**config.mk**
```make
export PLATFORM = sky130hd
export DESIGN_NAME = ym_bus_master
export DESIGN_NICKNAME = d
export VERILOG_FILES = /design/src/rtl/ym_bus_master.sv
export SDC_FILE = /design/constraint.sdc
export NUM_CORES = 1
export LEC_CHECK = 0
export BUFFER_PORTS_ARGS = -buffer_cell sky130_fd_sc_hd__buf_2
export CAP_MARGIN = 0
export CORE_MARGIN = 4
export CORE_UTILIZATION = 64
export CTS_BUF_LIST = sky130_fd_sc_hd__clkbuf_8
export CTS_CLUSTER_DIAMETER = 80
export DETAILED_ROUTE_END_ITERATION = 10
export GPL_ROUTABILITY_DRIVEN = 0
export MAX_ROUTING_LAYER = met4
export PLACE_DENSITY = 0.82
export SYNTH_ARGS = -nofsm -noshare
export SYNTH_HDL_FRONTEND = slang
export SYNTH_SLANG_ARGS = --single-unit
```
**constraint.sdc**
```tcl
create_clock -name CLK -period 3.3 [get_ports CLK]
set_input_delay 0.33 -clock CLK [delete_from_list [all_inputs] [get_ports CLK]]
set_output_delay 0.33 -clock CLK [all_outputs]
set_load 0.005 [all_outputs]
```
**src/rtl/ym_bus_master.sv**
```systemverilog
// YM2149/AY PSG bus initiator: queues register requests and sequences BDIR/BC/DI cycles,
// skipping the address phase when the target register is already latched in the PSG.
module ym_bus_master #(
  parameter int unsigned FIFO_DEPTH = 16,
  parameter int unsigned SETUP_CYC  = 1,
  parameter int unsigned STROBE_CYC = 2
) (
  input  logic       CLK,
  input  logic       RESET_N,
  input  logic       REQ_VALID,
  output logic       REQ_READY,
  input  logic       REQ_WR,
  input  logic [3:0] REQ_ADDR,
  input  logic [7:0] REQ_DATA,
  output logic       RD_VALID,
  output logic [7:0] RD_DATA,
  output logic       BUSY,
  output logic       PSG_CS,
  output logic       PSG_BDIR,
  output logic       PSG_BC,
  output logic [7:0] PSG_DI,
  input  logic [7:0] PSG_DO
);

  localparam int unsigned PTR_W   = (FIFO_DEPTH > 1) ? $clog2(FIFO_DEPTH) : 1;
  localparam int unsigned CNT_W   = PTR_W + 1;
  localparam int unsigned MAX_CYC = (SETUP_CYC > STROBE_CYC) ? SETUP_CYC : STROBE_CYC;
  localparam int unsigned PH_W    = $clog2(MAX_CYC + 1);

  localparam logic [PH_W-1:0]  SETUP_LD  = PH_W'(SETUP_CYC - 1);
  localparam logic [PH_W-1:0]  STROBE_LD = PH_W'(STROBE_CYC - 1);
  localparam logic [CNT_W-1:0] DEPTH_C   = CNT_W'(FIFO_DEPTH);

  typedef struct packed {
    logic       wr;
    logic [3:0] addr;
    logic [7:0] data;
  } req_t;

  typedef enum logic [2:0] {
    ST_IDLE,
    ST_A_SETUP,
    ST_A_STROBE,
    ST_A_RECOV,
    ST_D_SETUP,
    ST_D_STROBE,
    ST_D_RECOV,
    ST_R_SAMPLE
  } state_t;

  req_t             fifo_mem [FIFO_DEPTH];
  logic [PTR_W-1:0] wr_ptr;
  logic [PTR_W-1:0] rd_ptr;
  logic [CNT_W-1:0] count;
  logic [CNT_W-1:0] nxt_count;
  logic             push;
  logic             pop;
  logic             empty;
  req_t             head;
  req_t             cur;

  state_t           state;
  state_t           nxt_state;
  logic [PH_W-1:0]  phase;
  logic [PH_W-1:0]  nxt_phase;
  logic [7:0]       nxt_di;
  logic             nxt_cs;
  logic             nxt_bdir;
  logic             nxt_bc;
  logic             rd_cap;

  logic             cache_vld;
  logic [3:0]       cache_addr;

  assign head  = fifo_mem[rd_ptr];
  assign empty = (count == '0);
  assign push  = REQ_VALID && REQ_READY;

  // FIFO occupancy after this cycle's push/pop
  always_comb begin
    nxt_count = count;
    if (push && !pop) begin
      nxt_count = count + CNT_W'(1);
    end else if (!push && pop) begin
      nxt_count = count - CNT_W'(1);
    end
  end

  // FIFO storage write port
  always_ff @(posedge CLK) begin
    if (push) begin
      fifo_mem[wr_ptr] <= '{wr: REQ_WR, addr: REQ_ADDR, data: REQ_DATA};
    end
  end

  // FIFO pointers, occupancy and ready flag
  always_ff @(posedge CLK or negedge RESET_N) begin
    if (!RESET_N) begin
      wr_ptr    <= '0;
      rd_ptr    <= '0;
      count     <= '0;
      REQ_READY <= 1'b1;
    end else begin
      if (push) wr_ptr <= wr_ptr + PTR_W'(1);
      if (pop)  rd_ptr <= rd_ptr + PTR_W'(1);
      count     <= nxt_count;
      REQ_READY <= (nxt_count != DEPTH_C);
    end
  end

  // Next-state, phase counter and next bus pin values
  always_comb begin
    nxt_state = state;
    nxt_phase = phase;
    pop       = 1'b0;
    nxt_di    = PSG_DI;
    rd_cap    = 1'b0;
    case (state)
      ST_IDLE: begin
        if (!empty) begin
          pop       = 1'b1;
          nxt_phase = SETUP_LD;
          if (cache_vld && (cache_addr == head.addr)) begin
            if (head.wr) begin
              nxt_state = ST_D_SETUP;
              nxt_di    = head.data;
            end else begin
              nxt_state = ST_R_SAMPLE;
            end
          end else begin
            nxt_state = ST_A_SETUP;
            nxt_di    = {4'h0, head.addr};
          end
        end
      end
      ST_A_SETUP: begin
        if (phase == '0) begin
          nxt_state = ST_A_STROBE;
          nxt_phase = STROBE_LD;
        end else begin
          nxt_phase = phase - PH_W'(1);
        end
      end
      ST_A_STROBE: begin
        if (phase == '0) begin
          nxt_state = ST_A_RECOV;
        end else begin
          nxt_phase = phase - PH_W'(1);
        end
      end
      ST_A_RECOV: begin
        nxt_phase = SETUP_LD;
        if (cur.wr) begin
          nxt_state = ST_D_SETUP;
          nxt_di    = cur.data;
        end else begin
          nxt_state = ST_R_SAMPLE;
        end
      end
      ST_D_SETUP: begin
        if (phase == '0) begin
          nxt_state = ST_D_STROBE;
          nxt_phase = STROBE_LD;
        end else begin
          nxt_phase = phase - PH_W'(1);
        end
      end
      ST_D_STROBE: begin
        if (phase == '0) begin
          nxt_state = ST_D_RECOV;
        end else begin
          nxt_phase = phase - PH_W'(1);
        end
      end
      ST_D_RECOV: begin
        nxt_state = ST_IDLE;
      end
      ST_R_SAMPLE: begin
        if (phase == '0) begin
          nxt_state = ST_IDLE;
          rd_cap    = 1'b1;
        end else begin
          nxt_phase = phase - PH_W'(1);
        end
      end
      default: begin
        nxt_state = ST_IDLE;
      end
    endcase

    nxt_cs   = (nxt_state != ST_IDLE);
    nxt_bdir = (nxt_state == ST_A_STROBE) || (nxt_state == ST_D_STROBE);
    nxt_bc   = (nxt_state == ST_A_SETUP) || (nxt_state == ST_A_STROBE) ||
               (nxt_state == ST_A_RECOV);
  end

  // State and phase counter registers
  always_ff @(posedge CLK or negedge RESET_N) begin
    if (!RESET_N) begin
      state <= ST_IDLE;
      phase <= '0;
    end else begin
      state <= nxt_state;
      phase <= nxt_phase;
    end
  end

  // Working request and latched-address cache
  always_ff @(posedge CLK or negedge RESET_N) begin
    if (!RESET_N) begin
      cur        <= '0;
      cache_vld  <= 1'b0;
      cache_addr <= '0;
    end else begin
      if (pop) cur <= head;
      if (state == ST_A_RECOV) begin
        cache_vld  <= 1'b1;
        cache_addr <= cur.addr;
      end
    end
  end

  // Registered bus pins, read-back and status
  always_ff @(posedge CLK or negedge RESET_N) begin
    if (!RESET_N) begin
      PSG_CS   <= 1'b0;
      PSG_BDIR <= 1'b0;
      PSG_BC   <= 1'b0;
      PSG_DI   <= '0;
      RD_VALID <= 1'b0;
      RD_DATA  <= '0;
      BUSY     <= 1'b0;
    end else begin
      PSG_CS   <= nxt_cs;
      PSG_BDIR <= nxt_bdir;
      PSG_BC   <= nxt_bc;
      PSG_DI   <= nxt_di;
      RD_VALID <= rd_cap;
      if (rd_cap) RD_DATA <= PSG_DO;
      BUSY     <= (nxt_state != ST_IDLE) || (nxt_count != '0);
    end
  end

endmodule

```
# --- After elaboration in Yosys (flattened, before gate mapping) ---
# Memory sizes are Yosys's and may differ from the RTL's.
# Cells that the tools add are included.
op_classes:
  addsub: 5
  n_eq_ne: 17
  n_mux: 27
  reduce_logical: 21
ops:
  columns: ["cell", "count"]
  rows:
  - ["8-bit 2-to-1 mux", 4]
  - ["3-bit one-hot mux with 8 select lines", 1]
  - ["3-bit 2-to-1 mux", 7]
  - ["8-bit one-hot mux with 2 select lines", 1]
  - ["3-bit equality test, second input constant", 5]
  - ["3-bit by 2-bit equality test with 1-bit output, second input constant", 4]
  - ["2-bit 2-to-1 mux", 5]
  - ["5-bit 2-to-1 mux", 2]
  - ["4-bit by 1-bit adder with 4-bit output, second input constant", 2]
  - ["2-bit one-hot mux with 4 select lines", 1]
  - ["3-bit by 1-bit equality test with 1-bit output, second input constant", 2]
  - ["1-bit 2-to-1 mux", 6]
  - ["2-bit != test, second input constant", 3]
  - ["5-bit by 1-bit adder with 5-bit output, second input constant", 1]
  - ["5-bit logical NOT", 1]
  - ["5-bit != test, second input constant", 1]
  - ["5-bit nonzero test", 1]
  - ["5-bit by 1-bit subtractor with 5-bit output, second input constant", 1]
  - ["4-bit equality test", 1]
  - ["1-bit logical AND", 4]
  - ["1-bit logical OR", 4]
  - ["4-bit AND reduction", 1]
  - ["4-bit nonzero test", 1]
  - ["3-bit logical NOT", 1]
  - ["other kinds (9)", 10]
totals:
  reg_bits: 58
  mem_bits_rw: 208
  input_bits: 24
  output_inout_bits: 22
  elab_cells: 89
  memories: 1
memory_table:
  columns: ["memory", "words", "width", "read_ports", "rd_ports_with_merged_regs", "write_ports", "line_no", "rtl"]
  rows:
  - ["fifo_mem", 16, 13, 1, 0, 1, "51", "req_t fifo_mem [FIFO_DEPTH];"]

# --- Logic depth before layout (Yosys ltp) ---
# Gate-level depths: netlist of the first run.
# An unclocked memory read counts as a cell.
logic_depth:
  depth_word: 9
  mapped_depth: 12
  mapped_depth_nobuf: 10

# --- Worst setup path before layout of the first run ---
# OpenSTA, ideal clock, no wires.
synth_timing:
  kind: "reg-to-reg"
  start: "register rd_ptr[0]"
  end: "register BUSY"
  setup_time_ns: 0.132
  t_arrival_ns: 2.639
  required_time_ns: 3.168
  path_slack_ns: 0.529
  stages_incl_launch_ff: 9
  path_buffers: 1
  synth_period_minus_slack_ns: 2.771
  path_cell_list: "dfrtp_1 -> buf_6 -> mux4_2 -> mux4_2 -> xnor2_1 -> o2111a_1 -> a32o_2 -> o311ai_2 -> or3b_1"
synth_between:
  elab_chain_len: 8
  elab_cells_between_ends: 9
  classes_between: "eq/ne: 1; mux: 4; reduce/logical: 3; memory: 1"
synth_rtl:
  columns: ["element", "line_no", "rtl"]
  rows:
  - ["start: declaration", "53", "logic [PTR_W-1:0] rd_ptr;"]
  - ["start signal: assignment", "105", "if (pop) rd_ptr <= rd_ptr + PTR_W'(1);"]
  - ["memory 16 x 13 bit *", null, null]
  - ["4-bit equality test", "123", "if (cache_vld && (cache_addr == head.addr)) begin"]
  - ["1-bit logical AND", "123", null]
  - ["3-bit 2-to-1 mux *", "123", null]
  - ["3-bit 2-to-1 mux *", "120", "if (!empty) begin"]
  - ["3-bit one-hot mux with 8 select lines *", "118", "case (state)"]
  - ["3-bit nonzero test *", null, null]
  - ["net nxt_cs", "67", "logic nxt_cs;"]
  - ["1-bit logical OR *", "240", "BUSY <= (nxt_state != ST_IDLE) || (nxt_count != '0);"]
  - ["end signal: assignment", "240", null]
  - ["end: declaration", "17", "output logic BUSY,"]
# Mark *: on every way through the listed nets, which the timed path passes. The rest lies on a longest branch.
# A chain may end at the register's enable or synchronous reset.

# --- Worst setup path in the final report of the first run ---
layout_timing:
  start: "register count[1]"
  end: "register BUSY"
layout_between:
  elab_chain_len: 8
  elab_cells_between_ends: 15
  classes_between: "add/sub: 2; mux: 6; reduce/logical: 7"
layout_rtl:
  columns: ["element", "line_no", "rtl"]
  rows:
  - ["start: declaration", "54", "logic [CNT_W-1:0] count;"]
  - ["start signal: assignment", "106", "count <= nxt_count;"]
  - ["branches (longest 5 deep; another with 5-bit by 1-bit subtractor with 5-bit output)", null, null]
  - ["5-bit 2-to-1 mux *", "82", "if (push && !pop) begin"]
  - ["net nxt_count[3]", "55", "logic [CNT_W-1:0] nxt_count;"]
  - ["5-bit nonzero test *", "240", null]
  - ["1-bit logical OR *", "240", null]
# Mark *: on every way through the listed nets, which the timed path passes.

==> results of run 1 <==
power breakdown:
group	total (uW)	switching (uW)	internal [uW]	leakage (uW)
combinational	3920	2150	1770	0.00150
sequential	4690	453	4240	0.00257
clock	2520	1230	1300	0.000441
total	11100	3830	7310	0.00451
flip-flops by register name, indices dropped and copies added (netlist names), 2 cells and up:
name        count
PSG_DI          8
fifo_mem      208
count           5
cur            13
state           3
phase           2
cache_addr      4
rd_ptr          4
RD_DATA         8
wr_ptr          4
final cells by class:
| type | count | area [sq um] | share of cell area, % |
|---|---|---|---|
| sequential | 266 | 7700 | 62.2 |
| multi-input combinational | 347 | 3030 | 24.5 |
| clock buffer | 43 | 592 | 4.78 |
| timing repair buffer | 88 | 578 | 4.67 |
| tap | 220 | 275 | 2.22 |
| clock inverter | 31 | 165 | 1.33 |
| inverter | 9 | 33.8 | 0.273 |
| antenna | 1 | 2.50 | 0.0202 |
synth_stat cells, types with 4 or more instances:
| master | count | area share, % |
|---|---|---|
| nand4_1 | 8 | 0.46 |
| dfrtp_1 | 57 | 13 |
| nor2_1 | 29 | 1.0 |
| buf_1 | 6 | 0.21 |
| mux2i_1 | 18 | 1.7 |
| inv_1 | 8 | 0.28 |
| nor2b_1 | 9 | 0.52 |
| buf_6 | 4 | 0.41 |
| a21oi_1 | 11 | 0.50 |
| xnor2_1 | 13 | 1.0 |
| o21ai_0 | 9 | 0.41 |
| and2_1 | 4 | 0.23 |
| nor3_1 | 4 | 0.18 |
| nand3_1 | 5 | 0.23 |
| nand2_1 | 100 | 3.4 |
| ha_1 | 10 | 1.1 |
| mux4_2 | 51 | 11 |
| a31oi_1 | 10 | 0.57 |
| clkbuf_1 | 20 | 0.69 |
| nand2b_1 | 11 | 0.63 |
| edfxtp_1 | 208 | 57 |
logic make-up (layout without fill, tap and decap cells):
| logic type | count (synthesis) | after routing | synth area share (%) |
|---|---|---|---|
| muxes | 76 | 76 | 13.4 |
| other | 0 | 1 | 0 |
| xor gates and xnor gates | 16 | 16 | 1.28 |
| DFF | 266 | 266 | 70.6 |
| AOI/OAI and AO/OA | 62 | 62 | 4.05 |
| adders and majority gates | 10 | 10 | 1.15 |
| buffers and inverters | 44 | 171 | 1.89 |
| and+or+nand+nor | 183 | 183 | 7.64 |
worst max path at each step:
stage / cells past startpoint / endpoint / start
3_5_place_dp: 7 / PSG_DI[2]$_DFFE_PN0P_ / rd_ptr[0]$_DFFE_PN0P_
4_1_cts: 7 / PSG_DI[2]$_DFFE_PN0P_ / rd_ptr[0]$_DFFE_PN0P_
2_1_floorplan: 8 / BUSY$_DFF_PN0_ / rd_ptr[0]$_DFFE_PN0P_
6_report: 11 / BUSY$_DFF_PN0_ / count[1]$_DFF_PN0_
5_1_grt: 11 / BUSY$_DFF_PN0_ / count[0]$_DFF_PN0_
3_3_place_gp: 7 / PSG_DI[2]$_DFFE_PN0P_ / rd_ptr[0]$_DFFE_PN0P_
timing repair:
item                                    in CTS  in global routing
gates resized for setup                      0                  2
hold endpoints to repair                    46                  0
hold buffers                                 9                  0
endpoints found under the setup margin       0                  2
worst max-delay path: stages (launching register included):
cell and delay [ns]:
dfrtp_1 0.44, inv_1 0.09, ha_1 0.18, nor4b_1 0.15, buf_4 0.16, nor4_4 0.31
nand2_1 0.17, nor4_1 0.24, a41oi_1 0.11, xnor2_1 0.19, nor4_1 0.49, or3b_1 0.39
through the flow:
step | total power [uW] | instances | hold WS [ns] | util (%)
2_1_floorplan | 7480 | 657 | 0.0344 | -
4_1_cts | 11200 | 1004 | 0.129 | 74.3
5_1_grt | 11800 | 1005 | 0.140 | 74.4
3_3_place_gp | 8440 | 921 | 0.449 | 69.2
3_5_place_dp | 8640 | 921 | 0.464 | 69.2
6_report | 11100 | 1005 | 0.156 | 74.4
layer usage:
layer  GRT usage [%]  part of all wire [%]  vias up
met5               -                     0        -
met4            7.18                   2.2        0
met3            6.00                   8.0       44
met2            40.1                    50      249
met1            32.6                    40     3117
li1                -                     -     2733
==> results by group, run 1 <==
Route
  – Post-route DRC: 0
  – Total wire length: 22.7 mm
  – ANT nets after route: 0
  – Starting DRT DRC Count: around 500
  – Wire per inst: approximately 23 microns
  – DR vias/cell: around 6.1
  – Pre-antenna DRT Iters: 5
  – Via count: slightly above 6000

Placement
  – Dpl ws: just over 0.08 ns
  – IO buf count: 45
  – Detailed Place HPWL: 14.2 mm
  – Area after DPL: 11500 sq um

Timing
  – Worst Slack Setup Final: 0.265 ns
  – Setup Viol. Count Final: 0
  – Period utilization: 92.0%
  – Max Fclk: ~330 MHz
  – Sum Neg Setup Slack: 0 ns
  – RSZ-0062 raised after global routing: no
  – Minimum clock period: just over 3 ns
  – Max-slew headroom: between 30 and 40%
  – Slew @ Worst Pin: 0.955 ns
  – Final hold violations: 0
  – Slew Limit Fails: 0
  – Skew final: about 0.031 ns

Clocking
  – Number of H-tree levels: 2
  – CTS buffer count: 41
  – Setup Fix Bufs, Post-CTS: 0
  – CTS tree: done
  – Worst-path clk slew: 0.08 ns
  – Clock Tree Buf Depth: 3
  – Clock root buffer: clkbuf_8
  – Clk_lat worst skew: 0.56 ns
  – CTS Sinks: around 270

Synth
  – Register area share after synthesis: between 70% and 80%
  – Mapped Cells: roughly 660
  – Distinct cells, synth: 61
  – Ys async rst share: 21.8%
  – Flop and latch count out of synthesis: between 200 and 300
  – Synth Flop Type: edfxtp_1
  – Post-synth EDFFs: ~210
  – Mapped Avg Cell Area: 16.6 sq um
  – Synthesized net count: about 700
  – Ys Warns: 0
  – Syn Std Cell Area: 10900 sq um

Power and ir drop
  – Peak VDD IR: about 530 uV
  – Power density over the cells: about 900 nW/um^2
  – Leakage: between 0.004 and 0.005 uW

Global route
  – Total GRT Usage: 25.0%
  – First-pass GRT wire length: 35.6 mm
  – Initial antenna violation count: 1
  – Largest net degree at the start of global routing: between 40 and 50
  – Number of global-route vias before repair: just over 6000
  – Grt total ovfl: 0

Floorplanning
  – Die extent in y: 139 microns
  – Die width: 139 microns
  – Starting Density: 65.6%
  – Top-level I/O count: 46
  – Core area: roughly 17000 sq um
  – Die area: around 19000 sq um
  – Row count: 47

Layout
  – Share of cells above drive strength 1: between 20% and 30%
  – Commonest cells after routing, fill and taps aside: 208 x edfxtp_1, 100 x nand2_1, 55 x dfrtp_1
  – Fin nets: around 790
  – Final Instance Area: between 10000 and 15000 sq um
  – Commonest non-fill, non-tap cell in the layout: edfxtp_1
  – Area grow syn2layout: 13.5%
  – Fillers: a little under 1000

Worst setup path
  – Flop2flop setup slack: roughly 0.26 ns
  – Worst-case reg-to-reg path depth: 11
  – Reg-to-Reg Start: count[1]$_DFF_PN0_
  – R2R Path End: BUSY$_DFF_PN0_
  – Startpoint types: register
  – Critical Path Fanout Max: 6
  – CP arrival: roughly 3.5 ns
  – WP data required: ~3.7 ns
  – Crit end category: register
  – Critical setup path kind: reg -> reg

Hold path
  – Hold Crit Start: REQ_DATA[4]
  – Number of cells on the worst hold path: 1
  – Hold path endpoint: fifo_mem[13][4]$_DFFE_PP_
  – Hold/Removal Path Class: in -> reg

Run status
  – Outcome: complete, no violations

Job
  – Total of max-cap violations: 0
Power figures use the tool's default switching activity.
==> run 2: changes to the inputs <==
- REMOVE_ABC_BUFFERS: unset -> 1
==> run 2 against run 1 <==
Hold slack lost 0.020 ns. Critical path depth shrank 3. Die area is the same. Worst setup slack lost 0.063 ns. Largest cell class unchanged. Largest power group unchanged. Sequential power is essentially flat. First-iteration DRC count grew 32%. Combinational power grew 2%. Total power is essentially flat. Clock power shrank 2%. Critical endpoint unchanged.
==> results by group, run 2 (synthesis results as in run 1) <==
Run status
  – Outcome: complete, no violations (unchanged)

Worst setup path
  – Critical Path Fanout Max: 12 (was 6)
  – Reg-to-Reg Start: rd_ptr[0]$_DFFE_PN0P_ (was count[1]$_DFF_PN0_)
  – Buf+Inv Stages, Crit Path: 1 (was 2)
  – Worst-case reg-to-reg path depth: 8 (was 11)
  – CP arrival: 3.52 ns (was 3.48 ns)
  – Crit end category: register (unchanged)
  – Slowest stage delay, CP: 0.58 ns (was 0.49 ns)
  – R2R Path End: BUSY$_DFF_PN0_ (unchanged)
  – Delay-heaviest family, CP: multiplexers (was simple AND/OR/NAND/NOR gates)
  – Critical setup path kind: reg -> reg (unchanged)
  – Crit-path cells: mux4_1 -> mux4_2 -> xnor2_1 -> o2111a_1 -> buf_4 -> a32o_2 -> o311ai_2 -> or3b_1 (was inv_1 -> ha_1 -> nor4b_1 -> buf_4 -> nor4_4 -> nand2_1 -> nor4_1 -> a41oi_1 -> xnor2_1 -> nor4_1 -> or3b_1)
  – CP max stage cell: mux4_1 (was nor4_1)
  – WP data required: 3.72 ns (was 3.74 ns)
  – Startpoint types: register (unchanged)
  – Flop2flop setup slack: 0.20 ns (was 0.26 ns)

Layout
  – Non-Filler Instances: 1005 (unchanged)
  – Most flops, register: fifo_mem (unchanged)
  – Share of cells above drive strength 1: 25.5% (about the same)
  – Fin nets: 789 (was 787)
  – Commonest cells after routing, fill and taps aside: 208 x edfxtp_1, 100 x nand2_1, 55 x dfrtp_1 (unchanged)
  – Fillers: 980 (was 963)
  – Commonest non-fill, non-tap cell in the layout: edfxtp_1 (unchanged)
  – Largest register FFs: 208 (unchanged)
  – Number of inserted diodes: 0 (was 1)
  – Area grow syn2layout: 13.4% (was 13.5%)
  – Biggest regs: fifo_mem (208), cur (13) (unchanged)
  – Final core occ: 74.3% (was 74.4%)

Clocking
  – Clk_lat worst skew: 0.56 ns (about the same)
  – Clock Tree Buf Depth: 3 (unchanged)
  – Worst-path clk slew: 0.07 ns (was 0.08 ns)
  – CTS buffer count: 41 (unchanged)
  – Setup Fix Bufs, Post-CTS: 0 (unchanged)
  – Clock root buffer: clkbuf_8 (unchanged)
  – Number of H-tree levels: 2 (unchanged)
  – CTS Sinks: 266 (unchanged)
  – CTS tree: done (unchanged)

Power and ir drop
  – Switch Pwr: 3870 uW (was 3830 uW)
  – Gate power share: 35.8% (was 35.2%)
  – Power density over the cells: 901 nW/um^2 (was 900 nW/um^2)
  – Peak VDD IR: 550 uV (was 532 uV)
  – Power Total: 11200 uW (was 11100 uW)
  – Switching share of power: 34.7% (was 34.4%)
  – Leakage: 0.00450 uW (was 0.00451 uW)
  – P_int: 7280 uW (was 7310 uW)
  – Clock power frac: 22.2% (was 22.7%)
  – Flop pwr share: 42.0% (was 42.1%)

Placement
  – IO buf count: 45 (unchanged)
  – Placed cell count: 923 (was 921)
  – Dpl ws: 0.0791 ns (was 0.0824 ns)
  – Detailed Place HPWL: 14.4 mm (was 14.2 mm)

Hold path
  – Hold Crit Start: REQ_DATA[7] (was REQ_DATA[4])
  – Hold/Removal Path Class: in -> reg (unchanged)
  – Hold path endpoint: fifo_mem[12][7]$_DFFE_PP_ (was fifo_mem[13][4]$_DFFE_PP_)
  – Number of cells on the worst hold path: 1 (unchanged)

Timing
  – Period utilization: 93.9% (was 92.0%)
  – Skew final: 0.0220 ns (was 0.0309 ns)
  – Slew Limit Fails: 0 (unchanged)
  – Max Fclk: 323 MHz (was 329 MHz)
  – Final hold violations: 0 (unchanged)
  – Sum Neg Setup Slack: 0 ns (unchanged)
  – Max-slew headroom: 56.4% (was 36.3%)
  – Worst Slack Setup Final: 0.202 ns (was 0.265 ns)
  – Minimum clock period: 3.10 ns (was 3.04 ns)
  – Slew @ Worst Pin: 0.655 ns (was 0.955 ns)
  – Setup Viol. Count Final: 0 (unchanged)
  – RSZ-0062 raised after global routing: no (unchanged)

Route
  – Post-route DRC: 0 (unchanged)
  – Total wire length: 23.2 mm (was 22.7 mm)
  – DR vias/cell: 6.19 (was 6.11)
  – ANT nets after route: 0 (unchanged)
  – Starting DRT DRC Count: 673 (was 508)
  – Wire per inst: 23.1 microns (was 22.6 microns)
  – Via count: 6223 (was 6143)
  – Pre-antenna DRT Iters: 5 (unchanged)

Floorplanning
  – Row count: 47 (unchanged)
  – Starting Density: 65.6% (unchanged)
  – Core area: 16600 sq um (unchanged)
  – Top-level I/O count: 46 (unchanged)
  – Die extent in y: 139 microns (unchanged)
  – Die area: 19200 sq um (unchanged)
  – Die width: 139 microns (unchanged)

Global route
  – Initial antenna violation count: 0 (was 1)
  – Number of global-route vias before repair: 6421 (was 6226)
  – Largest net degree at the start of global routing: 34 (was 41)
  – First-pass GRT wire length: 36.7 mm (was 35.6 mm)
  – Total GRT Usage: 25.8% (was 25.0%)
  – Grt total ovfl: 0 (unchanged)

Job
  – Total of max-cap violations: 0 (unchanged)
[run 2: worst max-delay path by stage]
stage	from	endpoint	depth (start not counted)	slack (ns)
3_3_place_gp	rd_ptr[0]$_DFFE_PN0P_	PSG_DI[0]$_DFFE_PN0P_	7	0.19
5_1_grt	rd_ptr[0]$_DFFE_PN0P_	BUSY$_DFF_PN0_	8	0.04
2_1_floorplan	rd_ptr[0]$_DFFE_PN0P_	PSG_DI[0]$_DFFE_PN0P_	7	-1.26
4_1_cts	rd_ptr[0]$_DFFE_PN0P_	PSG_DI[3]$_DFFE_PN0P_	6	0.06
3_5_place_dp	rd_ptr[0]$_DFFE_PN0P_	PSG_DI[3]$_DFFE_PN0P_	6	0.08
6_report	rd_ptr[0]$_DFFE_PN0P_	BUSY$_DFF_PN0_	8	0.20
[run 2: layer usage]
metal	up-vias	track usage, %	part of all wire [%]	wire length [microns]
li1	2738	-	-	-
met1	3143	33.9	39	9060
met2	291	42.0	51	11900
met3	51	4.62	7.7	1780
met4	0	8.06	2.3	527
met5	-	-	0	0
[run 2: power by group through the flow]
| stage | Sequential (uW) | Clock (uW) | Combinational (uW) |
|---|---|---|---|
| finish | 4680 | 2480 | 3990 |
| global route | 4750 | 2700 | 4350 |
| CTS | 4680 | 2530 | 3980 |
| detailed placement | 4740 | 0 | 3960 |
| global placement | 4680 | 0 | 3800 |
| floorplan | 4890 | 0 | 2450 |
[run 2: layout make-up]
type                       count  area, sq um  area share [%]
sequential                   266         7700            62.2
multi-input combinational    347         3040            24.5
clock buffer                  45          619            5.01
timing repair buffer          90          586            4.73
tap                          220          275            2.22
clock inverter                28          120           0.971
inverter                       9         33.8           0.273
[run 2: stage by stage]
stage / instance area [sq um] / hold slack (ns)
after floorplan: 10700 / 0.0344
after global placement: 11500 / 0.378
after detailed placement: 11500 / 0.369
after CTS: 12400 / 0.106
after global routing: 12400 / 0.125
final: 12400 / 0.136
[run 2: what timing repair did]
item,in CTS,in global routing
endpoints found under the hold margin,32,0
setup endpoints to repair,0,8
hold buffers,9,0
gates resized for setup,0,1
